==> src/rtl/axbtb_write_scheduler.sv <==
// Write scheduler for the banked approximate-BCC buffer RAM.
// Sweeps every entry invalid after reset and on flush. In RUN it arbitrates
// the RAM write ports between the deferral queue head and this cycle's update
// requests, so that no two grants in one cycle hit the same bank.
module axbtb_write_scheduler #(
    parameter int ENTRY_NUM  = 512,
    parameter int BANK_NUM   = 2,
    parameter int WRITE_NUM  = 2,
    parameter int QUEUE_SIZE = 4,
    parameter int TAG_WIDTH  = 10,
    parameter int IDX_W      = $clog2(ENTRY_NUM),
    localparam int CNT_W     = $clog2(QUEUE_SIZE + 1)
) (
    input  logic                           clk,
    input  logic                           rst,
    input  logic                           flushReq,
    input  logic [WRITE_NUM-1:0]           reqValid,
    input  logic [WRITE_NUM*IDX_W-1:0]     reqIndex,
    input  logic [WRITE_NUM*TAG_WIDTH-1:0] reqTag,
    output logic [WRITE_NUM-1:0]           ramWE,
    output logic [WRITE_NUM*IDX_W-1:0]     ramWA,
    output logic [WRITE_NUM*TAG_WIDTH-1:0] ramWTag,
    output logic [WRITE_NUM-1:0]           ramWValid,
    output logic                           readBlock,
    output logic                           busy,
    output logic [CNT_W-1:0]               queueCount,
    output logic [15:0]                    dropCount
);

    localparam int PTR_W = (QUEUE_SIZE > 1) ? $clog2(QUEUE_SIZE) : 1;

    typedef enum logic [1:0] {INIT, RUN, FLUSH} state_t;

    state_t               state;
    state_t               state_next;
    logic [IDX_W-1:0]     sweep_idx;

    logic [IDX_W-1:0]     q_idx [QUEUE_SIZE];
    logic [TAG_WIDTH-1:0] q_tag [QUEUE_SIZE];
    logic [PTR_W-1:0]     head;
    logic [PTR_W-1:0]     tail;
    logic [CNT_W-1:0]     count;

    logic                 pop;
    logic [WRITE_NUM-1:0] push_en;
    logic [PTR_W-1:0]     push_slot [WRITE_NUM];
    logic [WRITE_NUM-1:0] req_granted;
    logic [BANK_NUM-1:0]  bank_used;
    int unsigned          push_total;
    int unsigned          drop_total;
    int unsigned          ports;
    int unsigned          bank;
    int unsigned          free;

    logic [PTR_W-1:0]     head_next;
    logic [PTR_W-1:0]     tail_next;
    logic [CNT_W-1:0]     count_next;
    logic [16:0]          drop_sum;

    function automatic int unsigned bank_of(input logic [IDX_W-1:0] idx);
        return int'(32'(idx)) % BANK_NUM;
    endfunction

    // State register and sweep counter; the sweep index rests at 0 in RUN so a flush starts there.
    always_ff @(posedge clk) begin
        if (rst) begin
            state     <= INIT;
            sweep_idx <= '0;
        end else begin
            state     <= state_next;
            sweep_idx <= (state != RUN) ? sweep_idx + 1'b1 : '0;
        end
    end

    // Next-state: a sweep ends after its last entry, a flush request leaves RUN.
    always_comb begin
        state_next = state;
        case (state)
            INIT, FLUSH: if (sweep_idx == IDX_W'(ENTRY_NUM - 1)) state_next = RUN;
            RUN:         if (flushReq) state_next = FLUSH;
            default:     state_next = INIT;
        endcase
    end

    // Port arbitration: queue head first, then requesters in order; one grant per bank per cycle.
    always_comb begin
        ramWE       = '0;
        ramWA       = '0;
        ramWTag     = '0;
        ramWValid   = '0;
        pop         = 1'b0;
        push_en     = '0;
        req_granted = '0;
        bank_used   = '0;
        push_total  = 0;
        drop_total  = 0;
        ports       = 0;
        bank        = 0;
        free        = 0;
        for (int unsigned i = 0; i < WRITE_NUM; i++) push_slot[i] = '0;
        if (!rst) begin
            if (state != RUN) begin
                ramWE[0]          = 1'b1;
                ramWA[IDX_W-1:0]  = sweep_idx;
            end else begin
                if (count != '0) begin
                    bank                     = bank_of(q_idx[head]);
                    ramWE[0]                 = 1'b1;
                    ramWA[IDX_W-1:0]         = q_idx[head];
                    ramWTag[TAG_WIDTH-1:0]   = q_tag[head];
                    ramWValid[0]             = 1'b1;
                    bank_used[bank]          = 1'b1;
                    ports                    = 1;
                    pop                      = 1'b1;
                end
                for (int unsigned i = 0; i < WRITE_NUM; i++) begin
                    if (reqValid[i]) begin
                        bank = bank_of(reqIndex[i*IDX_W +: IDX_W]);
                        if (ports < WRITE_NUM && !bank_used[bank]) begin
                            ramWE[ports]                          = 1'b1;
                            ramWA[ports*IDX_W +: IDX_W]           = reqIndex[i*IDX_W +: IDX_W];
                            ramWTag[ports*TAG_WIDTH +: TAG_WIDTH] = reqTag[i*TAG_WIDTH +: TAG_WIDTH];
                            ramWValid[ports]                      = 1'b1;
                            bank_used[bank]                       = 1'b1;
                            req_granted[i]                        = 1'b1;
                            ports                                 = ports + 1;
                        end
                    end
                end
                // A flush discards the queue, so deferring anything this cycle is pointless.
                if (!flushReq) begin
                    free = QUEUE_SIZE - int'(count) + (pop ? 1 : 0);
                    for (int unsigned i = 0; i < WRITE_NUM; i++) begin
                        if (reqValid[i] && !req_granted[i]) begin
                            if (push_total < free) begin
                                push_en[i]   = 1'b1;
                                push_slot[i] = PTR_W'((int'(tail) + push_total) % QUEUE_SIZE);
                                push_total   = push_total + 1;
                            end else begin
                                drop_total   = drop_total + 1;
                            end
                        end
                    end
                end
            end
        end
    end

    // Queue pointer, occupancy and drop-counter updates.
    always_comb begin
        head_next  = (int'(head) == QUEUE_SIZE - 1) ? '0 : head + 1'b1;
        tail_next  = PTR_W'((int'(tail) + push_total) % QUEUE_SIZE);
        count_next = CNT_W'(int'(count) - (pop ? 1 : 0) + push_total);
        drop_sum   = {1'b0, dropCount} + 17'(drop_total);
    end

    // Queue control and saturating drop counter.
    always_ff @(posedge clk) begin
        if (rst) begin
            head      <= '0;
            tail      <= '0;
            count     <= '0;
            dropCount <= '0;
        end else if (state == RUN) begin
            if (flushReq) begin
                head  <= '0;
                tail  <= '0;
                count <= '0;
            end else begin
                if (pop) head <= head_next;
                tail  <= tail_next;
                count <= count_next;
            end
            dropCount <= drop_sum[16] ? 16'hFFFF : drop_sum[15:0];
        end
    end

    // Deferred entry storage; occupancy is tracked separately so no reset is needed.
    always_ff @(posedge clk) begin
        for (int unsigned i = 0; i < WRITE_NUM; i++) begin
            if (push_en[i]) begin
                q_idx[push_slot[i]] <= reqIndex[i*IDX_W +: IDX_W];
                q_tag[push_slot[i]] <= reqTag[i*TAG_WIDTH +: TAG_WIDTH];
            end
        end
    end

    // Status outputs.
    always_comb begin
        readBlock  = rst || (state != RUN);
        busy       = readBlock || (count != '0);
        queueCount = count;
    end

endmodule

==> config.mk <==
export PLATFORM = sky130hd
export DESIGN_NAME = axbtb_write_scheduler
export DESIGN_NICKNAME = d
export VERILOG_FILES = /design/src/rtl/axbtb_write_scheduler.sv
export SDC_FILE = /design/constraint.sdc
export NUM_CORES = 1
export LEC_CHECK = 0
export ABC_AREA = 1
export CAP_MARGIN = 40
export CORE_MARGIN = 4
export CORE_UTILIZATION = 50
export CTS_CLUSTER_DIAMETER = 60
export DETAILED_ROUTE_END_ITERATION = 7
export PLACE_DENSITY = 0.73
export RECOVER_POWER = 100
export REMOVE_ABC_BUFFERS = 1
export SLEW_MARGIN = 20
export SYNTH_ARGS = -nofsm -noshare
export SYNTH_HDL_FRONTEND = slang
export SYNTH_SLANG_ARGS = --single-unit
==> constraint.sdc <==
create_clock -name clk -period 6.4 [get_ports clk]
set_input_delay 0.64 -clock clk [delete_from_list [all_inputs] [get_ports clk]]
set_output_delay 0.64 -clock clk [all_outputs]
set_load 0.02 [all_outputs]
==> impl_metrics.ini <==
[layout]
diodes = 0
final_cell_mix = nand2_1, nand3_1, o21ai_0
syn2layout_area_growth_pct = 17.1
final_area_mm2 = 0.0100
final_common_cell = nand2_1
drive_gt1_share_pct = 4.60
seq_area_mm2 = 0.00300
final_nets = 1431
multiInputGateArea_mm2 = 0.00462
fillers = 1619

[power_and_ir_drop]
clockPowerShare_pct = 37.8
internal_power_uw = 1160
netSwitchingFraction_pct = 26.4
powerDensity_mw_per_mm2 = 157
pwr-share-seq_pct = 49.2
combPwrFrac_pct = 13.0
ir_drop_mv = 0.118
switchingPower_uw = 415
cellLeakagePower_uw = 0.00446

[sta]
finalCriticalPeriod_ps = 6060
setup_ws_ps = 335
worst_pin_slew_ps = 1650
hold_ws_ps = 474
setup_violations = 0
slew_violations = 18
hold_violations = 0
timing.fmax_mhz = 165
finClkSkew_ps = 10.8
rsz0062_at_grt = false
post-route-period-util_pct = 94.8
slew_headroom_pct = -11.0

[critical_path]
cp_max_fo = 29
max_stage_delay_ps = 1230
r2r-start = state[0]
worst-setup-path-type = in -> reg
cp-start-kind = input pin
cp.required_ps = 6420
worstReg2RegEnd = q_tag[2][1]
r2r_setup_slack_ps = 800
arrival_ps = 6080
crit_start = rst
endpoint_kind = register
slowest_stage = o21ai_0
crit_family = buffers and inverters
cp_cell_sequence = dlygate4sd3_1, clkbuf_1, nor2_2, clkbuf_1, inv_1, nor2_4, inv_1, nor2_1, nand2_1, o21ai_0, buf_2
worstRegToRegCells = 12
path_buf_inv = 6

[placed_design]
placed_area_mm2 = 0.00975
place.gp.congestion = 1.04
place_ws_ps = 377
port_buffers = 105
hpwlAfterDp_um = 20600

[outcome]
violations = max-capacitance violations, max-slew violations
status = finished, violations left

[clocking]
cts_sinks = 112
cts_setup_buffers = 0
insertion_delay_ps = 360
cts_tree = done
ctsResizeCount = 0
cts_hold_buffers = 0
ctsHtreeMaxLevel = 3
clk_path_buf_depth = 2
clk_pin_slew_ps = 80
clockRootBuffer = clkbuf_16
cts_buffers = 9

[floorplanning]
ioPinCount = 106
die_w_um = 139
core-area_mm2 = 0.0166
fp-row-count = 47
die-area_mm2 = 0.0193
start_util_pct = 51.4
die_h_um = 139

[min_path]
hold_depth = 1
hold-path-endpoint = sweep_idx[0]
hold_path_class = reg -> reg
worstHoldStart = sweep_idx[0]

[detailed_routing]
initialDrtViolationCount = 1095
ant_nets = 0
vias_per_cell = 5.85
detail_route.drc_violations = 0
vias = 9305
dr.pass1.iters = 6
postRouteWirelength_um = 29600
wire_per_inst_um = 18.6

[flow_run]
cap_violations = 2

[logic_synthesis]
synth_area_mm2 = 0.00855
yosys_warnings = 0
synth.distinct_cells = 40
synth_cells = 1294
synth-seq-cells = 112
yosys.area.top_type_share_pct = 26.7
synth_largest_area_cell = edfxtp_1
synth_area_per_cell_um2 = 6.61
synthTopCellsByArea = edfxtp_1, nand2_1, nand3_1
seq_area_frac_synth_pct = 35.1

[grt]
antenna_found_initial = 0
grt_pass1_wl_um = 46400
grtUsageTotal_pct = 29.9
grt_pass1_vias = 8511
grt_max_degree = 39
grt_remaining_overflow = 0
-- Yosys cell counts, drive strengths merged --
| cell type | n |
|---|---|
| edfxtp | 76 |
| nor4 | 5 |
| o21ai | 144 |
| o211ai | 14 |
| nor3 | 22 |
| nand3 | 147 |
| o31ai | 2 |
| ha | 21 |
| clkinv | 1 |
| a211oi | 2 |
| xor2 | 10 |
| nand3b | 3 |
| nand4 | 35 |
| buf | 30 |
| xnor2 | 1 |
| nor2 | 108 |
| nand2 | 385 |
| o22ai | 5 |
| a21oi | 46 |
| nor3b | 1 |
| clkbuf | 49 |
| fa | 2 |
| or2 | 2 |
| inv | 141 |
| a31oi | 6 |
| dfxtp | 36 |
-- per-stage QoR --
stage / std cells / total power [uW] / setup TNS, ps / util, %
2_1_floorplan: 1215 / 903 / -10740 / -
3_3_place_gp: 1573 / 990 / 0 / 58.6
3_5_place_dp: 1573 / 991 / 0 / 58.6
4_1_cts: 1589 / 1580 / 0 / 60.4
5_1_grt: 1590 / 1630 / 0 / 60.2
6_report: 1590 / 1570 / 0 / 60.2
-- area by class of cell --
class / instances / share of cell area [%]
sequential: 112 / 30.0
clock inverter: 4 / 0.300
tap: 220 / 2.75
inverter: 142 / 5.32
timing repair buffer: 139 / 12.7
multi-input combinational: 961 / 46.1
clock buffer: 12 / 2.79
-- routing by layer --
metal  track usage, %  part of all wire (%)  vias to the layer above
li1                 -                     -                     4422
met1             40.8                    41                     4264
met2             47.2                    46                      563
met3             7.62                    11                       56
met4             8.86                   2.1                        0
met5            0.752                     0                        -
-- registers in the layout (all words and copies together) (netlist names), named ones only --
signal	count
dropCount	16
head	2
q_idx	36
q_tag	40
queueCount	3
state	2
sweep_idx	9
tail	2
-- power by group through the flow --
stage          Sequential (uW)  Clock [uW]  Combinational, uW
6_report                   774         595                205
4_1_cts                    774         601                202
5_1_grt                    774         631                226
3_3_place_gp               790           0                200
3_5_place_dp               790           0                201
2_1_floorplan              790           0                113
-- logic make-up (layout without fill, tap and decap cells) --
kind of cell / Yosys count / after routing / share of synthesized area, %
adder cells (fa/ha/maj): 23 / 23 / 3.54
AO/OA/AOI/OAI: 219 / 219 / 13.5
buffers and inverters: 221 / 297 / 10.8
flip-flops: 112 / 112 / 35.1
AND/OR/NAND/NOR: 708 / 708 / 35.9
XOR/XNOR: 11 / 11 / 1.13
-- worst max path at each step --
stage	cells past startpoint	to	slack [ps]
after floorplan	18	ramWA[1]	-750
after global placement	20	ramWA[1]	510
after detailed placement	20	ramWA[1]	380
after CTS	23	ramWA[1]	220
after global routing	20	ramWA[1]	10
final	11	q_tag[2][1]	340
(Power assumes the default switching activity.)
